File: src/rtl/axil_timeout_pkg.sv
// Shared constants and FSM encodings for the AXI4-lite watchdog.
package axil_timeout_pkg;

   localparam logic [1:0] RESP_OKAY   = 2'b00;
   localparam logic [1:0] RESP_SLVERR = 2'b10;

   typedef enum logic [2:0] {WrIdle, WrReq, WrResp, WrBresp, WrTo, WrDrain} wr_state_e;
   typedef enum logic [2:0] {RdIdle, RdReq, RdResp, RdData, RdTo, RdDrain} rd_state_e;

   // Saturating increment for the optional 16-bit timeout event counters.
   function automatic logic [15:0] sat_inc16(input logic [15:0] v);
      return (v == 16'hFFFF) ? v : v + 16'd1;
   endfunction

endpackage

File: src/rtl/axil_timeout_cnt.sv
// Clear/enable saturating cycle counter; expired is high once the count reaches TIMEOUT-1,
// i.e. in the last cycle a transaction is allowed to complete normally.
module axil_timeout_cnt #(
   parameter int unsigned TIMEOUT = 1024
) (
   input  logic clk,
   input  logic rst,
   input  logic clr,
   input  logic en,
   output logic expired
);

   localparam int unsigned CW = $clog2(TIMEOUT + 1);

   logic [CW-1:0] cnt_q;

   // Count cycles spent waiting; clear has priority, hold at TIMEOUT.
   always_ff @(posedge clk) begin
      if (rst || clr) begin
         cnt_q <= '0;
      end else if (en && (cnt_q != CW'(TIMEOUT))) begin
         cnt_q <= cnt_q + CW'(1);
      end
   end

   assign expired = (cnt_q >= CW'(TIMEOUT - 1));

endmodule

File: src/rtl/axil_timeout.sv
// Per-lane AXI4-lite watchdog. Forwards one write and one read at a time; a transaction the
// slave does not finish within TIMEOUT cycles is answered upstream with SLVERR and the late
// downstream transaction is drained silently. Optional macro AXIL_TIMEOUT_COUNT_EN adds
// 16-bit saturating timeout event counters.
module axil_timeout
   import axil_timeout_pkg::*;
#(
   parameter int unsigned ADDR_WIDTH = 32,
   parameter int unsigned DATA_WIDTH = 32,
   parameter int unsigned STRB_WIDTH = DATA_WIDTH / 8,
   parameter int unsigned TIMEOUT    = 1024
) (
   input  logic                  clk,
   input  logic                  rst,
   input  logic [ADDR_WIDTH-1:0] s_axil_awaddr,
   input  logic [2:0]            s_axil_awprot,
   input  logic                  s_axil_awvalid,
   output logic                  s_axil_awready,
   input  logic [DATA_WIDTH-1:0] s_axil_wdata,
   input  logic [STRB_WIDTH-1:0] s_axil_wstrb,
   input  logic                  s_axil_wvalid,
   output logic                  s_axil_wready,
   output logic [1:0]            s_axil_bresp,
   output logic                  s_axil_bvalid,
   input  logic                  s_axil_bready,
   input  logic [ADDR_WIDTH-1:0] s_axil_araddr,
   input  logic [2:0]            s_axil_arprot,
   input  logic                  s_axil_arvalid,
   output logic                  s_axil_arready,
   output logic [DATA_WIDTH-1:0] s_axil_rdata,
   output logic [1:0]            s_axil_rresp,
   output logic                  s_axil_rvalid,
   input  logic                  s_axil_rready,
   output logic [ADDR_WIDTH-1:0] m_axil_awaddr,
   output logic [2:0]            m_axil_awprot,
   output logic                  m_axil_awvalid,
   input  logic                  m_axil_awready,
   output logic [DATA_WIDTH-1:0] m_axil_wdata,
   output logic [STRB_WIDTH-1:0] m_axil_wstrb,
   output logic                  m_axil_wvalid,
   input  logic                  m_axil_wready,
   input  logic [1:0]            m_axil_bresp,
   input  logic                  m_axil_bvalid,
   output logic                  m_axil_bready,
   output logic [ADDR_WIDTH-1:0] m_axil_araddr,
   output logic [2:0]            m_axil_arprot,
   output logic                  m_axil_arvalid,
   input  logic                  m_axil_arready,
   input  logic [DATA_WIDTH-1:0] m_axil_rdata,
   input  logic [1:0]            m_axil_rresp,
   input  logic                  m_axil_rvalid,
   output logic                  m_axil_rready,
`ifdef AXIL_TIMEOUT_COUNT_EN
   output logic [15:0]           wr_timeout_count,
   output logic [15:0]           rd_timeout_count,
`endif
   output logic                  wr_timeout,
   output logic                  rd_timeout
);

   wr_state_e wr_state_q, wr_state_d;
   rd_state_e rd_state_q, rd_state_d;

   // *_held: captured upstream and not yet accepted downstream; doubles as m_*valid.
   logic aw_held_q, aw_held_d, w_held_q, w_held_d, b_seen_q, b_seen_d;
   logic ar_held_q, ar_held_d, r_seen_q, r_seen_d;
   logic [1:0] bresp_q, bresp_d, rresp_q, rresp_d;
   logic [DATA_WIDTH-1:0] rdata_q, rdata_d;
   logic [ADDR_WIDTH-1:0] awaddr_q, araddr_q;
   logic [2:0] awprot_q, arprot_q;
   logic [DATA_WIDTH-1:0] wdata_q;
   logic [STRB_WIDTH-1:0] wstrb_q;
   logic wr_clr, wr_en, wr_expired, wr_fire, wr_timeout_q;
   logic rd_clr, rd_en, rd_expired, rd_fire, rd_timeout_q;

   logic s_aw_hs, s_w_hs, s_ar_hs, m_aw_hs, m_w_hs, m_b_hs, m_ar_hs, m_r_hs;
   logic wr_fwd, rd_fwd;

   assign wr_fwd = (wr_state_q == WrReq) || (wr_state_q == WrTo) || (wr_state_q == WrDrain);
   assign rd_fwd = (rd_state_q == RdReq) || (rd_state_q == RdTo) || (rd_state_q == RdDrain);

   assign s_axil_awready = (wr_state_q == WrIdle) && !aw_held_q && !rst;
   assign s_axil_wready  = (wr_state_q == WrIdle) && !w_held_q && !rst;
   assign s_axil_arready = (rd_state_q == RdIdle) && !ar_held_q && !rst;
   assign s_axil_bvalid  = (wr_state_q == WrBresp) || (wr_state_q == WrTo);
   assign s_axil_bresp   = (wr_state_q == WrBresp) ? bresp_q :
                           (wr_state_q == WrTo) ? RESP_SLVERR : RESP_OKAY;
   assign s_axil_rvalid  = (rd_state_q == RdData) || (rd_state_q == RdTo);
   assign s_axil_rresp   = (rd_state_q == RdData) ? rresp_q :
                           (rd_state_q == RdTo) ? RESP_SLVERR : RESP_OKAY;
   assign s_axil_rdata   = (rd_state_q == RdData) ? rdata_q : '0;

   assign m_axil_awaddr  = awaddr_q;
   assign m_axil_awprot  = awprot_q;
   assign m_axil_awvalid = aw_held_q && wr_fwd;
   assign m_axil_wdata   = wdata_q;
   assign m_axil_wstrb   = wstrb_q;
   assign m_axil_wvalid  = w_held_q && wr_fwd;
   assign m_axil_araddr  = araddr_q;
   assign m_axil_arprot  = arprot_q;
   assign m_axil_arvalid = ar_held_q && rd_fwd;
   // After a timeout, accept exactly one late response and then stop.
   assign m_axil_bready  = (wr_state_q == WrReq) || (wr_state_q == WrResp) ||
                           (((wr_state_q == WrTo) || (wr_state_q == WrDrain)) && !b_seen_q);
   assign m_axil_rready  = (rd_state_q == RdReq) || (rd_state_q == RdResp) ||
                           (((rd_state_q == RdTo) || (rd_state_q == RdDrain)) && !r_seen_q);

   assign s_aw_hs = s_axil_awvalid && s_axil_awready;
   assign s_w_hs  = s_axil_wvalid && s_axil_wready;
   assign s_ar_hs = s_axil_arvalid && s_axil_arready;
   assign m_aw_hs = m_axil_awvalid && m_axil_awready;
   assign m_w_hs  = m_axil_wvalid && m_axil_wready;
   assign m_b_hs  = m_axil_bvalid && m_axil_bready;
   assign m_ar_hs = m_axil_arvalid && m_axil_arready;
   assign m_r_hs  = m_axil_rvalid && m_axil_rready;

   assign wr_timeout = wr_timeout_q;
   assign rd_timeout = rd_timeout_q;

   axil_timeout_cnt #(.TIMEOUT(TIMEOUT)) u_wr_cnt (
      .clk     (clk),
      .rst     (rst),
      .clr     (wr_clr),
      .en      (wr_en),
      .expired (wr_expired)
   );

   axil_timeout_cnt #(.TIMEOUT(TIMEOUT)) u_rd_cnt (
      .clk     (clk),
      .rst     (rst),
      .clr     (rd_clr),
      .en      (rd_en),
      .expired (rd_expired)
   );

   // Capture request payloads on the upstream handshakes.
   always_ff @(posedge clk) begin
      if (rst) begin
         awaddr_q <= '0;
         awprot_q <= '0;
         wdata_q  <= '0;
         wstrb_q  <= '0;
         araddr_q <= '0;
         arprot_q <= '0;
      end else begin
         if (s_aw_hs) begin
            awaddr_q <= s_axil_awaddr;
            awprot_q <= s_axil_awprot;
         end
         if (s_w_hs) begin
            wdata_q <= s_axil_wdata;
            wstrb_q <= s_axil_wstrb;
         end
         if (s_ar_hs) begin
            araddr_q <= s_axil_araddr;
            arprot_q <= s_axil_arprot;
         end
      end
   end

   // State, pending flags, latched responses and registered timeout pulses.
   always_ff @(posedge clk) begin
      if (rst) begin
         wr_state_q   <= WrIdle;
         rd_state_q   <= RdIdle;
         aw_held_q    <= 1'b0;
         w_held_q     <= 1'b0;
         b_seen_q     <= 1'b0;
         ar_held_q    <= 1'b0;
         r_seen_q     <= 1'b0;
         bresp_q      <= '0;
         rresp_q      <= '0;
         rdata_q      <= '0;
         wr_timeout_q <= 1'b0;
         rd_timeout_q <= 1'b0;
      end else begin
         wr_state_q   <= wr_state_d;
         rd_state_q   <= rd_state_d;
         aw_held_q    <= aw_held_d;
         w_held_q     <= w_held_d;
         b_seen_q     <= b_seen_d;
         ar_held_q    <= ar_held_d;
         r_seen_q     <= r_seen_d;
         bresp_q      <= bresp_d;
         rresp_q      <= rresp_d;
         rdata_q      <= rdata_d;
         wr_timeout_q <= wr_fire;
         rd_timeout_q <= rd_fire;
      end
   end

   // Write FSM next state; a response seen in the expiring cycle beats the timeout.
   always_comb begin
      wr_state_d = wr_state_q;
      aw_held_d  = aw_held_q;
      w_held_d   = w_held_q;
      b_seen_d   = b_seen_q;
      bresp_d    = bresp_q;
      wr_clr     = 1'b0;
      wr_en      = 1'b0;
      wr_fire    = 1'b0;
      if (s_aw_hs) aw_held_d = 1'b1;
      if (s_w_hs)  w_held_d  = 1'b1;
      if (m_aw_hs) aw_held_d = 1'b0;
      if (m_w_hs)  w_held_d  = 1'b0;
      if (m_b_hs)  b_seen_d  = 1'b1;
      unique case (wr_state_q)
         WrIdle: begin
            if (aw_held_d && w_held_d) begin
               wr_state_d = WrReq;
               wr_clr     = 1'b1;
               b_seen_d   = 1'b0;
            end
         end
         WrReq: begin
            wr_en = 1'b1;
            if (m_b_hs) bresp_d = m_axil_bresp;
            if (!aw_held_d && !w_held_d && b_seen_d) begin
               wr_state_d = WrBresp;
            end else if (wr_expired) begin
               wr_state_d = WrTo;
               wr_fire    = 1'b1;
            end else if (!aw_held_d && !w_held_d) begin
               wr_state_d = WrResp;
            end
         end
         WrResp: begin
            wr_en = 1'b1;
            if (m_b_hs) begin
               bresp_d    = m_axil_bresp;
               wr_state_d = WrBresp;
            end else if (wr_expired) begin
               wr_state_d = WrTo;
               wr_fire    = 1'b1;
            end
         end
         WrBresp: if (s_axil_bready) wr_state_d = WrIdle;
         WrTo:    if (s_axil_bready) wr_state_d = WrDrain;
         WrDrain: if (!aw_held_d && !w_held_d && b_seen_d) wr_state_d = WrIdle;
         default: wr_state_d = WrIdle;
      endcase
   end

   // Read FSM next state; mirrors the write side with a single address channel.
   always_comb begin
      rd_state_d = rd_state_q;
      ar_held_d  = ar_held_q;
      r_seen_d   = r_seen_q;
      rresp_d    = rresp_q;
      rdata_d    = rdata_q;
      rd_clr     = 1'b0;
      rd_en      = 1'b0;
      rd_fire    = 1'b0;
      if (s_ar_hs) ar_held_d = 1'b1;
      if (m_ar_hs) ar_held_d = 1'b0;
      if (m_r_hs)  r_seen_d  = 1'b1;
      unique case (rd_state_q)
         RdIdle: begin
            if (ar_held_d) begin
               rd_state_d = RdReq;
               rd_clr     = 1'b1;
               r_seen_d   = 1'b0;
            end
         end
         RdReq, RdResp: begin
            rd_en = 1'b1;
            if (m_r_hs) begin
               rresp_d = m_axil_rresp;
               rdata_d = m_axil_rdata;
            end
            if (!ar_held_d && r_seen_d) begin
               rd_state_d = RdData;
            end else if (rd_expired) begin
               rd_state_d = RdTo;
               rd_fire    = 1'b1;
            end else if (!ar_held_d) begin
               rd_state_d = RdResp;
            end
         end
         RdData:  if (s_axil_rready) rd_state_d = RdIdle;
         RdTo:    if (s_axil_rready) rd_state_d = RdDrain;
         RdDrain: if (!ar_held_d && r_seen_d) rd_state_d = RdIdle;
         default: rd_state_d = RdIdle;
      endcase
   end

`ifdef AXIL_TIMEOUT_COUNT_EN
   // Saturating timeout event counters.
   always_ff @(posedge clk) begin
      if (rst) begin
         wr_timeout_count <= '0;
         rd_timeout_count <= '0;
      end else begin
         if (wr_fire) wr_timeout_count <= sat_inc16(wr_timeout_count);
         if (rd_fire) rd_timeout_count <= sat_inc16(rd_timeout_count);
      end
   end
`endif

endmodule

File: config.mk
export PLATFORM = sky130hd
export DESIGN_NAME = axil_timeout
export DESIGN_NICKNAME = d
export VERILOG_FILES = /design/src/rtl/axil_timeout_pkg.sv /design/src/rtl/axil_timeout_cnt.sv /design/src/rtl/axil_timeout.sv
export SDC_FILE = /design/constraint.sdc
export NUM_CORES = 1
export LEC_CHECK = 0
export BUFFER_PORTS_ARGS = -buffer_cell sky130_fd_sc_hd__buf_2
export CAP_MARGIN = 25
export CORE_ASPECT_RATIO = 0.8
export CORE_MARGIN = 2
export CORE_UTILIZATION = 30
export DETAILED_ROUTE_END_ITERATION = 10
export MAX_ROUTING_LAYER = met4
export PLACE_DENSITY = 0.59
export SLEW_MARGIN = 30
export SYNTH_ARGS = -nofsm -noshare
export SYNTH_HDL_FRONTEND = slang
export SYNTH_SLANG_ARGS = --single-unit
File: constraint.sdc
create_clock -name clk -period 2.7 [get_ports clk]
set_input_delay 0.54 -clock clk [delete_from_list [all_inputs] [get_ports clk]]
set_output_delay 0.54 -clock clk [all_outputs]
set_load 0.02 [all_outputs]
# Word level (Yosys, flattened, before mapping)
# Cells that the tools add are included.
# Widths: inputs -> output; s select.
# word_totals
word_cells,151
input_bits,154
ff_bits,177
output_inout_bits,154
# op_classes
muxes,46
n_reduce_logical,57
n_lt_le_gt_ge,2
eq_ne,23
bitwise_logic,1
add_sub_neg,2
# ops
cell,n
$mux 3,16
$mux 32,1
$logic_and 1x1->1,25
$add 11x1->11 const B,2
$ge 11x10->1 const B,2
$mux 1,22
$ne 11x11->1 const B,2
$pmux 3 s6,1
$pmux 3 s5,1
$logic_or 1x1->1,14
$eq 3x2->1 const B,4
$eq 3x3->1 const B,4
$ne 2x2->1 const B,5
$logic_not 1->1,9
$mux 2,4
$eq 3x1->1 const B,2
$logic_not 3->1,2
$ne 2x1->1 const B,3
$reduce_and 6->1,1
$reduce_and 5->1,1
$ne 4x1->1 const B,1
$ne 4x4->1 const B,1
$reduce_and 2->1,2
$reduce_or 2->1,2
other kinds (4),4

# Longest topological paths before layout
# Gate-level depths: netlist of run 1.
# depth
ltp_word,12
ltp_mapped,8
depth_no_buf,7

# Cells and area by module
# Synthesis of run 1 repeated with hierarchy kept, for this count alone.
# unflattened
cells_unflattened,934
area_unflattened_um2,7273.2
# modules_own_cells
mod,cells_per_inst,area_per_inst_um2,instances,seq_area_each_um2
axil_timeout,794,6079.6,1,3103.0
axil_timeout_cnt,70,596.8,2,220.2

# Worst setup path after synthesis of run 1
# Ideal clock, no wire load.
# synth_path
path_type,input to register
startpoint,in s_axil_arvalid
endpoint,reg rd_state_q[1]
n_path_buf,1
t_required_ps,2583
setup_slack_ps,548
arrival_ps,2035
setup_ps,117
cell_stages,7
cell_sequence,nor2b_2 > and3_4 > buf_6 > or3_4 > a311oi_4 > nand2_1 > a32o_1
# synth_via
elab_chain_len,7
elab_cells_between_ends,11
cone_classes,3 x eq/ne; 4 x mux; 4 x reduce/logical
# synth_lines
item,line,source
"start, declared",axil_timeout.sv:28,"input logic s_axil_arvalid,"
$logic_and 1x1->1 *,axil_timeout.sv:110,assign s_ar_hs = s_axil_arvalid && s_axil_arready;
$mux 1 *,axil_timeout.sv:254,if (s_ar_hs) ar_held_d = 1'b1;
$mux 1 *,axil_timeout.sv:255,if (m_ar_hs) ar_held_d = 1'b0;
$logic_not 1->1,"axil_timeout.sv:271, axil_timeout.sv:282",
$logic_and 1x1->1,"axil_timeout.sv:271, axil_timeout.sv:282",
"$ne 4x4->1 (no source line), or another cell as far along",-,
$reduce_and 5->1 (no source line) or $pmux 3 s5 (tied branches),-,
"end signal, assigned",axil_timeout.sv:165,rd_state_q <= RdIdle;
"end signal, assigned",axil_timeout.sv:178,rd_state_q <= rd_state_d;
"end, declared",axil_timeout.sv:62,"rd_state_e rd_state_q, rd_state_d;"
# Every way passes the cells marked *; elsewhere a longest branch is shown, timed or not.
# A chain may end at the register's enable or synchronous reset.

# Worst setup path in the final report of run 1
# layout_path
startpoint,reg wr_state_q[2]
endpoint,out s_axil_wready
# layout_via
elab_chain_len,3
# layout_lines
item,line,source
"start, declared",axil_timeout.sv:61,"wr_state_e wr_state_q, wr_state_d;"
"start signal, assigned",axil_timeout.sv:164,wr_state_q <= WrIdle;
"start signal, assigned",axil_timeout.sv:177,wr_state_q <= wr_state_d;
$logic_not 3->1,axil_timeout.sv:83,assign s_axil_wready = (wr_state_q == WrIdle) && !w_held_q && !rst;
$logic_and 1x1->1 (2 in series),axil_timeout.sv:83,
"end, declared",axil_timeout.sv:22,"output logic s_axil_wready,"
# Every way passes these cells.

==> impl_summary.md, run 1 <==
Yosys
The number of nets handed over by synthesis was 1084. The area of the mapped netlist is 7190 sq um. The register bit total from synthesis is 177.

In this run, synthesis inferred 0 flip-flops with an integrated enable. After synthesis, the cell types taking the most area are sky130_fd_sc_hd__dfxtp_1, sky130_fd_sc_hd__nand2_1, sky130_fd_sc_hd__a21oi_1, sky130_fd_sc_hd__and2_1, sky130_fd_sc_hd__nand3_1. During synthesis, Yosys emitted a total of 0 warnings. The biggest area contributor in the post-synthesis netlist is sky130_fd_sc_hd__dfxtp_1. The instance count of the mapped netlist is 926.

After synthesis, the share of flip-flops with an asynchronous set or reset is 0%. After synthesis, the mean cell area works out to 7.77 sq um. The most used flip-flop cell after synthesis is sky130_fd_sc_hd__dfxtp_1. For this run, the register share of the synthesized area comes to 49.3%. The area share of the leading cell type in the synthesized netlist is 49.3%.

The number of different library cells used by synthesis comes to 54.

STA
The final worst hold slack is 0.298 ns. On the final layout, the worst clock skew is 0.0196 ns. The worst pin sits at a relative slew slack of 42.6%. Static timing analysis puts the maximum clock frequency at 0.394 GHz. In the post-route analysis, the smallest setup slack over all paths is 0.164 ns. For the pin with the worst max-slew slack, the measured transition is 0.861 ns. Setup violations remaining at the end of the flow were counted as 0. The setup TNS after final layout is 0 ns. Setup repair after global routing left no endpoint under its margin. The hold violation count in the final report was 0. The count of pins over their slew limit was 0. Subtracting the final worst setup slack from the clock period gives 2.54 ns. The final cycle utilization of the critical path is 93.9%.

Setup path
The count of buffering cells on the critical path with inverters included is 1. The worst-path cell with the longest stage delay is sky130_fd_sc_hd__or3_1. For flop-to-flop paths, the worst setup slack is 0.49 ns. By startpoint and endpoint, the worst setup path is classified as register to output port. Data on the critical path arrives at its endpoint at 2.00 ns. The launching point of the worst reg2reg path is rd_state_q[2]. Traced cell by cell, the critical path runs through or3_1 -> nand2b_1 -> nor2_1 -> buf_2. The critical path launch point is wr_state_q[2]. The destination of the worst register-to-register timing path is rd_state_q[1]. The biggest cell delay along the critical path is 0.49 ns. The sort of element at the start of the critical path is a register. Along the worst path, the maximum fanout reaches 14. STA puts the critical path data required time at 2.16 ns. The worst setup path is captured at an output port.

The cell family contributing the most delay on the critical path is simple AND/OR/NAND/NOR gates. The number of cells on the worst reg-to-reg path is 7.

Hold path
The endpoint with the worst hold slack is m_axil_araddr[16]. The instance count along the most critical hold path is 3. The worst hold path begins at s_axil_araddr[16].

The kind of path behind the tightest hold check is primary input to register.

Layout
The area growth from synthesis to layout is 34.7%. The fraction of layout cells with a size suffix above 1 is 30.1%. Fill cells in the final layout number 2454.

The utilization of the core after routing is 41.3%. The count of non-filler cells in the finished layout is 1534. The area of all placed cells without fillers is 9680 sq um. The net count of the finished layout is 1365.

Clocking
Buffers inserted to repair hold after CTS numbered 0. The TritonCTS buffer count is 17. The CTS clock-pin slew for the worst setup and hold paths is 0.08 ns. The total number of H-tree levels is 4.

The count of cells resized by post-cts repair is 1. The CTS root buffer is sky130_fd_sc_hd__clkbuf_16. The latest clock arrival within the worst-skew pair is 0.42 ns. The TritonCTS clock tree is built. The clock drives 177 sinks.

The clock tree buffer depth is 2. The number of setup buffers added after CTS is 0.

Drt
The detailed router put a total of 9690 microns of wire on met1. The overall routed net length is 21000 microns. The number of nets with antenna violations after detailed routing is 0. For this run, design rule violations remaining after detail routing come to 0. The wire length per cell is 13.7 microns. The violation count after the first detailed-route iteration is 389. Signal routing reaches up to met4. The first-pass iteration count of the detailed router is 5.

The met3 layer wire length in the routed design is 2090 microns. The routed length on met2 is 9140 microns. In the routed layout, each cell is associated on average with a via count of 4.64.

The total number of vias is 7120.

Place
Detailed placement finished with a half-perimeter wire length of 14900 microns. The cell total after placement is 1500. Buffers placed on the I/O ports in this run total 307. The routability congestion estimate from global placement is 0.782. Timing analysis after detailed placement gives a worst setup slack of 0.350 ns.

Once placement finished, the instance area stood at 9020 sq um.

Pwr
The part of the power in registers is 38.0%. Power spread over the standard cell area amounts to 895 nW/um^2. Combinational logic is responsible for 29.7% of the overall power.

The internal power of the cells totals 5.59 mW. The worst-case vdd ir drop is 527 uV. The power share of the clock group is 32.3%. The completed layout was analyzed and its total power is 8.67 mW. Net switching is 35.5% of the power. In this run the power spent charging and discharging nets is 3.08 mW. The analysis attributes to cell leakage a power of 4.47 nW.

Global route
The number of global-route vias before repair is 6340. The first global-routing pass estimated 32400 microns of wire. The maximum number of pins on one net before global-route repair is 79. For this run the aggregate overflow at the end of global routing stands at 0. The global-route usage over all layers is 16.4%. The initial antenna violation count is 4.

Die
In this run the standard cell core region covers 23500 sq um. The height of the die is 142 microns. Measured along the x axis, the die boundary spans 177 microns. The total I/O pin count is 308. The initialized floorplan defines 50 standard-cell rows. For this configuration, the core starts out at a cell density of 30.7%. The overall die area is 25200 sq um.

Flow run
The reported max-cap violation count is 0.

Outcome
The flow ran to the end, and the final reports show no timing, DRC or antenna violations.
## worst max path at each step
stage	to	cells past startpoint	slack, ns
global route	s_axil_wready	4	0.05
finish	s_axil_wready	4	0.16
detailed placement	s_axil_rresp[1]	3	0.35
floorplan	rd_state_q[1]	7	0.55
CTS	s_axil_wready	4	0.12
global placement	rd_state_q[1]	7	0.37
## synth_stat cells (2+ instances only)
master,n
sky130_fd_sc_hd__a2111oi_0,4
sky130_fd_sc_hd__a211oi_1,3
sky130_fd_sc_hd__a21o_1,5
sky130_fd_sc_hd__a21oi_1,121
sky130_fd_sc_hd__a31oi_1,3
sky130_fd_sc_hd__a41oi_1,2
sky130_fd_sc_hd__and2_1,37
sky130_fd_sc_hd__and3_1,7
sky130_fd_sc_hd__and4_1,2
sky130_fd_sc_hd__buf_1,3
sky130_fd_sc_hd__buf_4,4
sky130_fd_sc_hd__clkbuf_1,53
sky130_fd_sc_hd__dfxtp_1,177
sky130_fd_sc_hd__ha_1,4
sky130_fd_sc_hd__inv_1,10
sky130_fd_sc_hd__nand2_1,300
sky130_fd_sc_hd__nand2b_1,10
sky130_fd_sc_hd__nand3_1,46
sky130_fd_sc_hd__nand3b_1,2
sky130_fd_sc_hd__nand4_1,7
sky130_fd_sc_hd__nor2_1,37
sky130_fd_sc_hd__nor2b_1,3
sky130_fd_sc_hd__nor3_1,5
sky130_fd_sc_hd__nor3b_1,2
sky130_fd_sc_hd__nor4_1,5
sky130_fd_sc_hd__nor4b_1,2
sky130_fd_sc_hd__o211ai_1,3
sky130_fd_sc_hd__o21ai_0,16
sky130_fd_sc_hd__o21bai_1,2
sky130_fd_sc_hd__o32ai_1,2
sky130_fd_sc_hd__or2_2,3
sky130_fd_sc_hd__or3_1,8
sky130_fd_sc_hd__xnor2_1,5
sky130_fd_sc_hd__xor2_1,13
## power groups by stage
stage	Combinational, mW	Clock (mW)	Sequential, mW
after floorplan	1.57	0	3.52
after global placement	2.58	0	3.34
after detailed placement	2.58	0	3.35
after CTS	2.59	2.89	3.29
after global routing	2.86	2.99	3.35
final	2.57	2.80	3.30
## cell families (layout without fill, tap and decap cells)
kind of cell / after synthesis / after routing / share of synthesized area, %
compound gates: 170 / 170 / 13.5
buf+inv: 72 / 365 / 4.09
fa+ha+maj: 4 / 4 / 0.696
xor+xnor: 18 / 18 / 2.19
other cells: 0 / 3 / 0
mux: 1 / 1 / 0.139
flops: 177 / 177 / 49.3
simple gates: 484 / 484 / 30.1
## flip-flops by register name, summed over array words and instances, names as in the netlist, 2 cells and up
signal,cells
rd_state_q,3
wr_state_q,3
m_axil_awaddr,32
bresp_q,2
rdata_q,32
m_axil_arprot,3
m_axil_wstrb,4
m_axil_wdata,32
rresp_q,2
m_axil_araddr,32
m_axil_awprot,3
u_wr_cnt.cnt_q,11
u_rd_cnt.cnt_q,11
## final cells by class
cell class	count	area, sq um	area share [%]
clock buffers	18	429	4.43
diodes	3	7.51	0.0775
well taps	312	390	4.03
inverters	10	37.5	0.388
multi-input cells	677	3360	34.7
clock inverters	13	224	2.31
flip-flops and latches	177	3540	36.6
repair buffers	324	1690	17.5
## worst reg2reg max path: stages (launching register included)
cell and delay, ns:
sky130_fd_sc_hd__dfxtp_1 0.39, sky130_fd_sc_hd__buf_4 0.22, sky130_fd_sc_hd__o21ai_0 0.16, sky130_fd_sc_hd__a31oi_1 0.16, sky130_fd_sc_hd__or3_4 0.42, sky130_fd_sc_hd__a311oi_4 0.40
sky130_fd_sc_hd__nand2_1 0.09, sky130_fd_sc_hd__a32o_1 0.26
## cells in the final DEF (no fill, tap or decap), drive strengths merged, types with 5 or more instances in the layout
cell,Yosys,layout
a21o,5,5
a21oi,122,122
and2,37,37
and3,8,8
buf,9,324
bufinv,0,5
clkbuf,53,18
dfxtp,177,177
inv,10,15
nand2,300,300
nand2b,10,10
nand3,46,46
nand4,7,7
nor2,38,38
nor3,5,5
nor4,5,5
o21ai,16,16
or3,9,9
xnor2,5,5
xor2,13,13
## per-layer routing
metal  vias to the layer above  GRT usage, %
met5                         -             -
li1                       3624             -
met3                        12          6.14
met1                      3216          20.8
met2                       268          24.9
met4                         0          3.44
Power figures use the tool's default switching activity.
==> run 2, diff against run 1 <==
- CTS_BUF_LIST: not set -> sky130_fd_sc_hd__clkbuf_8
- MAX_ROUTING_LAYER: met4 -> not set
- clock period: 2.7 -> 2.6 ns (I/O delays scaled with it)
==> impl_summary.md, run 2 (synthesis gave the netlist of run 1 again) <==
Pwr
The power share of the clock group is 25.8% (-6.5 points). The cell-internal power was 5.17 mW (-7.6%). The switching power of the nets is 3.10 mW (+0.92%). The static power due to leakage is 4.41 nW (-1.5%). The power density over the cells was 869 nW/um^2 (-2.9%). The part of the total power dissipated in combinational logic was 32.7% (+3.0 points). The switching power as a share of total power came to 37.5% (+2.0 points). The part of the power in registers was 41.5% (+3.5 points). The power consumption is 8.27 mW (-4.6%). The worst-case vdd ir drop is 327 uV (-38%).

STA
The number of endpoints failing setup at the final stage is 0 (unchanged). Setup repair after global routing left no endpoint under its margin. The actual slew at the worst max-slew pin was 0.941 ns (+0.0801 ns).

The final worst hold slack came to 0.249 ns (-0.0485 ns). For this run, the top clock speed supported by timing is 0.413 GHz. The clock tree skew after final layout is 0.0280 ns (+0.00837 ns). The shortest clock period the worst path allows after layout is 2.42 ns.

The hold violation count in the final report is 0 (unchanged). The minimum setup slack in the final design is 0.179 ns (+0.0149 ns). The setup TNS after final layout was 0 ns (unchanged). Of the available clock period, the critical path in the final layout requires 93.1%. The tightest slew margin relative to the limit is 37.3% (-5.3 points). The count of pins over their slew limit is 0 (unchanged).

Clocking
The TritonCTS buffer count was 17 (unchanged). The root buffer cell chosen for the clock tree is sky130_fd_sc_hd__clkbuf_8. TritonCTS built the clock tree. The total number of H-tree levels is 4 (unchanged). The CTS clock-pin slew for the worst setup and hold paths is 0.10 ns (+0.02 ns). The clock tree buffer depth is 2 (unchanged). The hold buffer count at cts is 0 (unchanged). The count of clock tree sinks is 177 (unchanged).

The latest clock arrival within the worst-skew pair is 0.46 ns (+0.04 ns).

Die
The total I/O pin count was 308 (unchanged). The overall die area was 25200 sq um (unchanged). The width of the chip was 177 microns (unchanged). The initial core utilization came to 30.7% (unchanged).

The height of the die is 142 microns (unchanged). The core box area is 23500 sq um (unchanged). The number of placement rows is 50 (unchanged).

Drt
The number of nets with antenna violations after detailed routing is 0 (unchanged). The total number of vias came to 7107 (-0.18%). The first-pass iteration count of the detailed router was 4 (-1). The overall routed net length is 21200 microns (+0.62%). The number of design rule violations left after detail routing came to 0 (unchanged). The wire length per cell came to 13.8 microns (+0.49%). The violation count after the first detailed-route iteration is 166 (-57%).

The via-per-instance ratio is 4.63 (-0.31%).

Layout
In the layout the commonest cells are sky130_fd_sc_hd__buf_2, sky130_fd_sc_hd__nand2_1, sky130_fd_sc_hd__dfxtp_1. The final net count is 1368 (+0.22%). The fraction of layout cells with a size suffix above 1 was 30.4% (+0.31 points). The synthesis-to-finish area growth is 32.4%. The number of fill cells is 2462 (+0.33%). Leaving out fill and tap cells, the most frequent cell in the layout is sky130_fd_sc_hd__buf_2. The utilization of the core after routing was 40.6% (-0.70 points). The total area of sequential cells is 3550 sq um (about the same). The area occupied by multi-input gates is 3360 sq um (about the same).

Hold path
The kind of path behind the tightest hold check is primary input to register. The start point of the worst hold path is s_axil_araddr[16]. The worst hold path terminates at m_axil_araddr[16]. The instance count along the most critical hold path was 3 (unchanged).

Place
The HPWL after detailed placement is 15200 microns (+2.2%). The routability congestion estimate from global placement was 0.791 (+1.2%). The count of input and output buffers is 307 (unchanged). The pre-CTS setup slack is 0.334 ns (-0.0160 ns).

Setup path
The endpoint identified for the worst register-to-register timing path is rd_state_q[1]. The critical path class is register to output port. The sort of element at the start of the critical path is a register. The required time of the critical path is 2.08 ns (-0.08 ns).

The largest fanout of any net on the critical path is 20 (+6). The number of cells on the worst reg-to-reg path is 6 (-1). The kind of end point of the critical path is an output port. The slack of the worst reg-to-reg path is 0.28 ns (-0.21 ns). The launching point of the worst reg2reg path is rd_state_q[1]. The data arrival at the endpoint of the critical path is 1.90 ns (-0.10 ns).

Global route
The number of global-route vias before repair came to 6582 (+3.8%). The global-route usage over all layers is 16.4% (-0.041 points). The global-route wire length before repair is 33300 microns (+2.9%). The residual overflow from global routing was 0 (unchanged).

The maximum number of pins on one net before global-route repair was 83 (+5.1%). The initial antenna violation count is 2 (-2).

Outcome
The run finished with clean final reports.

Flow run
The reported max-cap violation count came to 0 (unchanged).
## run 2: worst max path at each step
stage / from / endpoint / slack [ns]
3_3_place_gp: s_axil_arvalid / rd_state_q[1] / 0.37
3_5_place_dp: s_axil_arvalid / rd_state_q[1] / 0.33
2_1_floorplan: s_axil_arvalid / rd_state_q[1] / 0.47
6_report: rd_state_q[1] / s_axil_rdata[31] / 0.18
5_1_grt: rd_state_q[1] / s_axil_rdata[6] / 0.04
4_1_cts: rd_state_q[1] / s_axil_rdata[31] / 0.07
## run 2: timing repair
| action | 4_1_cts | 5_1_grt |
|---|---|---|
| resized for setup | 1 | 3 |
| endpoints found under the hold margin | 0 | 0 |
| cloned | 0 | 0 |
| setup endpoints to repair | 25 | 20 |
| setup buffers | 0 | 0 |
## run 2: power by group through the flow
stage | registers (mW) | clock network (mW) | logic, mW
4_1_cts | 3.42 | 2.23 | 2.73
5_1_grt | 3.49 | 2.34 | 3.02
2_1_floorplan | 3.65 | 0 | 1.63
6_report | 3.43 | 2.14 | 2.71
3_5_place_dp | 3.48 | 0 | 2.72
3_3_place_gp | 3.47 | 0 | 2.70
## run 2: layer usage
metal | vias to the layer above | wire length [microns] | share of wire, % | GRT usage [%]
met5 | - | 27 | 0.13 | 0
met4 | 4 | 257 | 1.2 | 3.87
met2 | 250 | 9270 | 44 | 26.3
li1 | 3628 | - | - | -
met3 | 17 | 2360 | 11 | 7.53
met1 | 3208 | 9260 | 44 | 20.0
## run 2: through the flow
stage | instances | area [sq um]
final | 1536 | 9520
after floorplan | 926 | 7190
after detailed placement | 1503 | 9070
after CTS | 1535 | 9510
after global routing | 1535 | 9520
after global placement | 1503 | 9070
## run 2: cell type report
| cell class | count | share of cell area (%) |
|---|---|---|
| clock buffers | 17 | 2.46 |
| diodes | 1 | 0.0263 |
| repair buffers | 327 | 18.3 |
| well taps | 312 | 4.10 |
| multi-input cells | 677 | 35.3 |
| inverters | 10 | 0.394 |
| clock inverters | 15 | 2.17 |
| flip-flops and latches | 177 | 37.3 |
## run 2: worst max-delay path, cell delays in order (launching register included)
cell	delay [ns]
sky130_fd_sc_hd__dfxtp_1	0.60
sky130_fd_sc_hd__and3b_4	0.42
sky130_fd_sc_hd__buf_12	0.17
sky130_fd_sc_hd__and2_1	0.12
sky130_fd_sc_hd__buf_2	0.16
==> run 3, diff against run 2 <==
--- a/constraint.sdc
+++ b/constraint.sdc
@@ -3,2 +3,2 @@
 set_output_delay 0.52 -clock clk [all_outputs]
-set_load 0.02 [all_outputs]
+set_load 0.005 [all_outputs]
==> impl_summary.md, run 3 (synthesis gave the netlist of run 1 again) <==
STA
Setup repair after global routing left no endpoint under its margin. The number of endpoints failing setup at the final stage was 0 (unchanged). The count of pins over their slew limit is 0 (unchanged). The hold violation count in the final report is 0 (unchanged). The actual slew at the worst max-slew pin is 0.747 ns (-0.194 ns). The setup TNS after final layout is 0 ns (unchanged).

The minimum setup slack in the final design came to 0.143 ns (-0.0353 ns). The shortest clock period the worst path allows after layout was 2.46 ns (+0.0353 ns). The clock tree skew after final layout is 0.0178 ns (-0.0102 ns). The tightest slew margin relative to the limit is 50.2% (+13 points). The final cycle utilization of the critical path was 94.5% (+1.4 points).

The highest clock rate is 0.407 GHz (-1.4%).

Layout
The top cell types in the final layout, fill and taps aside, are sky130_fd_sc_hd__buf_2, sky130_fd_sc_hd__nand2_1, sky130_fd_sc_hd__dfxtp_1. The utilization of the core after routing is 40.2% (-0.36 points). The total area of sequential cells is 3540 sq um (about the same). The total inserted antenna cells is 0 (-1). The synthesis-to-finish area growth is 31.2%.

The fraction of layout cells with a size suffix above 1 is 30.2% (-0.25 points). The final net count is 1368 (unchanged). The library cell used most frequently in the layout, excluding fill and tap cells, is sky130_fd_sc_hd__buf_2.

The count of non-filler cells in the finished layout is 1535 (-0.065%). The area occupied by multi-input gates was 3360 sq um (-0.11%). The number of fill cells was 2499 (+1.5%).

Drt
The number of design rule violations left after detail routing was 0 (unchanged). The number of nets with antenna violations after detailed routing is 0 (unchanged). The via-per-instance ratio is 4.64 (+0.29%). The first-pass iteration count of the detailed router came to 5 (+1). The total number of vias was 7123 (+0.23%). The wire length per cell came to 13.8 microns (+0.39%). The overall routed net length is 21200 microns (+0.32%).

The violation count after the first detailed-route iteration was 255 (+54%).

Die
The number of placement rows was 50 (unchanged). The total I/O pin count is 308 (unchanged). The initial core utilization was 30.7% (unchanged). The overall die area is 25200 sq um (unchanged). The height of the die is 142 microns (unchanged). The width of the chip was 177 microns (unchanged). The core box area is 23500 sq um (unchanged).

Place
The HPWL after detailed placement is 15200 microns (about the same). The count of input and output buffers is 307 (unchanged). The cell total after placement is 1503 (unchanged).

The pre-CTS setup slack is 0.345 ns (+0.0104 ns). The routability congestion estimate from global placement came to 0.818 (+3.4%).

Setup path
The critical path in this run is classified as register to output port. STA classifies the critical path startpoint as a register. The critical path ends at s_axil_wready. The number of cells on the worst reg-to-reg path was 6 (unchanged).

The largest fanout of any net on the critical path came to 16 (-20%). The data arrival at the endpoint of the critical path is 1.94 ns (+0.04 ns). The kind of end point of the critical path is an output port.

Tracing the worst setup path back leads to its startpoint at wr_state_q[0]. The slack of the worst reg-to-reg path is 0.39 ns (+0.11 ns). The launching point of the worst reg2reg path is rd_state_q[0]. The destination of the worst register-to-register timing path is rd_state_q[1]. The required time of the critical path is 2.08 ns (about the same).

Pwr
The part of the total power dissipated in combinational logic came to 30.6% (-2.1 points). The switching power of the nets is 2.82 mW (-9.1%). The power share of the clock group is 25.0% (-0.8 points). The static power due to leakage is 4.38 nW (-0.70%).

The part of the power in registers is 44.4% (+2.9 points). The cell-internal power is 4.87 mW (-5.8%). The worst-case vdd ir drop came to 288 uV (-12%). The power density over the cells was 815 nW/um^2 (-6.2%). The switching power as a share of total power is 36.7% (-0.82 points).

Global route
The initial antenna violation count is 3 (+1). The maximum number of pins on one net before global-route repair is 67 (-19%). The global-route usage over all layers is 16.1% (-0.25 points). The residual overflow from global routing is 0 (unchanged). The number of global-route vias before repair is 6487 (-1.4%). The global-route wire length before repair is 32900 microns (-1.0%).

Clocking
The count of cells resized by post-cts repair is 0 (-1). TritonCTS built the clock tree. The count of clock tree sinks is 177 (unchanged).

The CTS clock-pin slew for the worst setup and hold paths is 0.10 ns (about the same). The hold buffer count at cts came to 0 (unchanged). The TritonCTS buffer count is 17 (unchanged). The cell sitting at the root of the clock tree is a sky130_fd_sc_hd__clkbuf_8. The clock tree buffer depth is 2 (unchanged). The post-CTS setup repair buffer count was 0 (unchanged). The latest clock arrival within the worst-skew pair is 0.46 ns (about the same). The total number of H-tree levels was 4 (unchanged).

Outcome
The run finished with clean final reports.

Flow run
The reported max-cap violation count is 0 (unchanged).

Hold path
The instance count along the most critical hold path came to 3 (unchanged). The kind of path behind the tightest hold check is primary input to register.
[run 3: how the worst min path moves through the flow]
| stage | from | endpoint | slack, ns |
|---|---|---|---|
| after floorplan | bresp_q[0] | bresp_q[0] | 0.43 |
| after detailed placement | rdata_q[21] | rdata_q[21] | 0.44 |
| final | s_axil_araddr[24] | m_axil_araddr[24] | 0.25 |
| after CTS | s_axil_araddr[24] | m_axil_araddr[24] | 0.21 |
| after global routing | s_axil_araddr[21] | m_axil_araddr[21] | 0.23 |
| after global placement | rdata_q[27] | rdata_q[27] | 0.44 |
[run 3: per-stage QoR]
stage	power [mW]	cell area, sq um	hold WS, ns
floorplan	4.95	7190	0.432
global placement	5.81	9040	0.438
detailed placement	5.84	9040	0.443
CTS	7.80	9430	0.209
global route	8.24	9430	0.227
finish	7.69	9430	0.247
[run 3: layer usage]
metal / global-route usage (%) / up-vias / share of wire, %
li1: - / 3628 / -
met5: 0 / - / 0.19
met3: 6.49 / 16 / 9.7
met4: 3.87 / 6 / 0.77
met1: 20.5 / 3223 / 46
met2: 25.5 / 250 / 44
[run 3: power by group through the flow]
| stage | clock network [mW] | logic (mW) | registers (mW) |
|---|---|---|---|
| 2_1_floorplan | 0 | 1.56 | 3.39 |
| 3_3_place_gp | 0 | 2.35 | 3.46 |
| 3_5_place_dp | 0 | 2.37 | 3.47 |
| 4_1_cts | 2.01 | 2.38 | 3.41 |
| 5_1_grt | 2.11 | 2.65 | 3.47 |
| 6_report | 1.92 | 2.35 | 3.42 |
[run 3: worst max-delay path, stage by stage (launching register included)]
cell and delay [ns]:
sky130_fd_sc_hd__dfxtp_1 0.46, sky130_fd_sc_hd__or3_1 0.47, sky130_fd_sc_hd__nand2b_1 0.20, sky130_fd_sc_hd__nor2_1 0.21, sky130_fd_sc_hd__buf_2 0.16
[run 3: final cells by class]
class,count,share of cell area (%)
Clock buffer,17,2.48
Tap cell,312,4.14
Timing Repair Buffer,327,18.2
Sequential cell,177,37.6
Clock inverter,15,1.66
Inverter,10,0.398
Multi-Input combinational cell,677,35.6
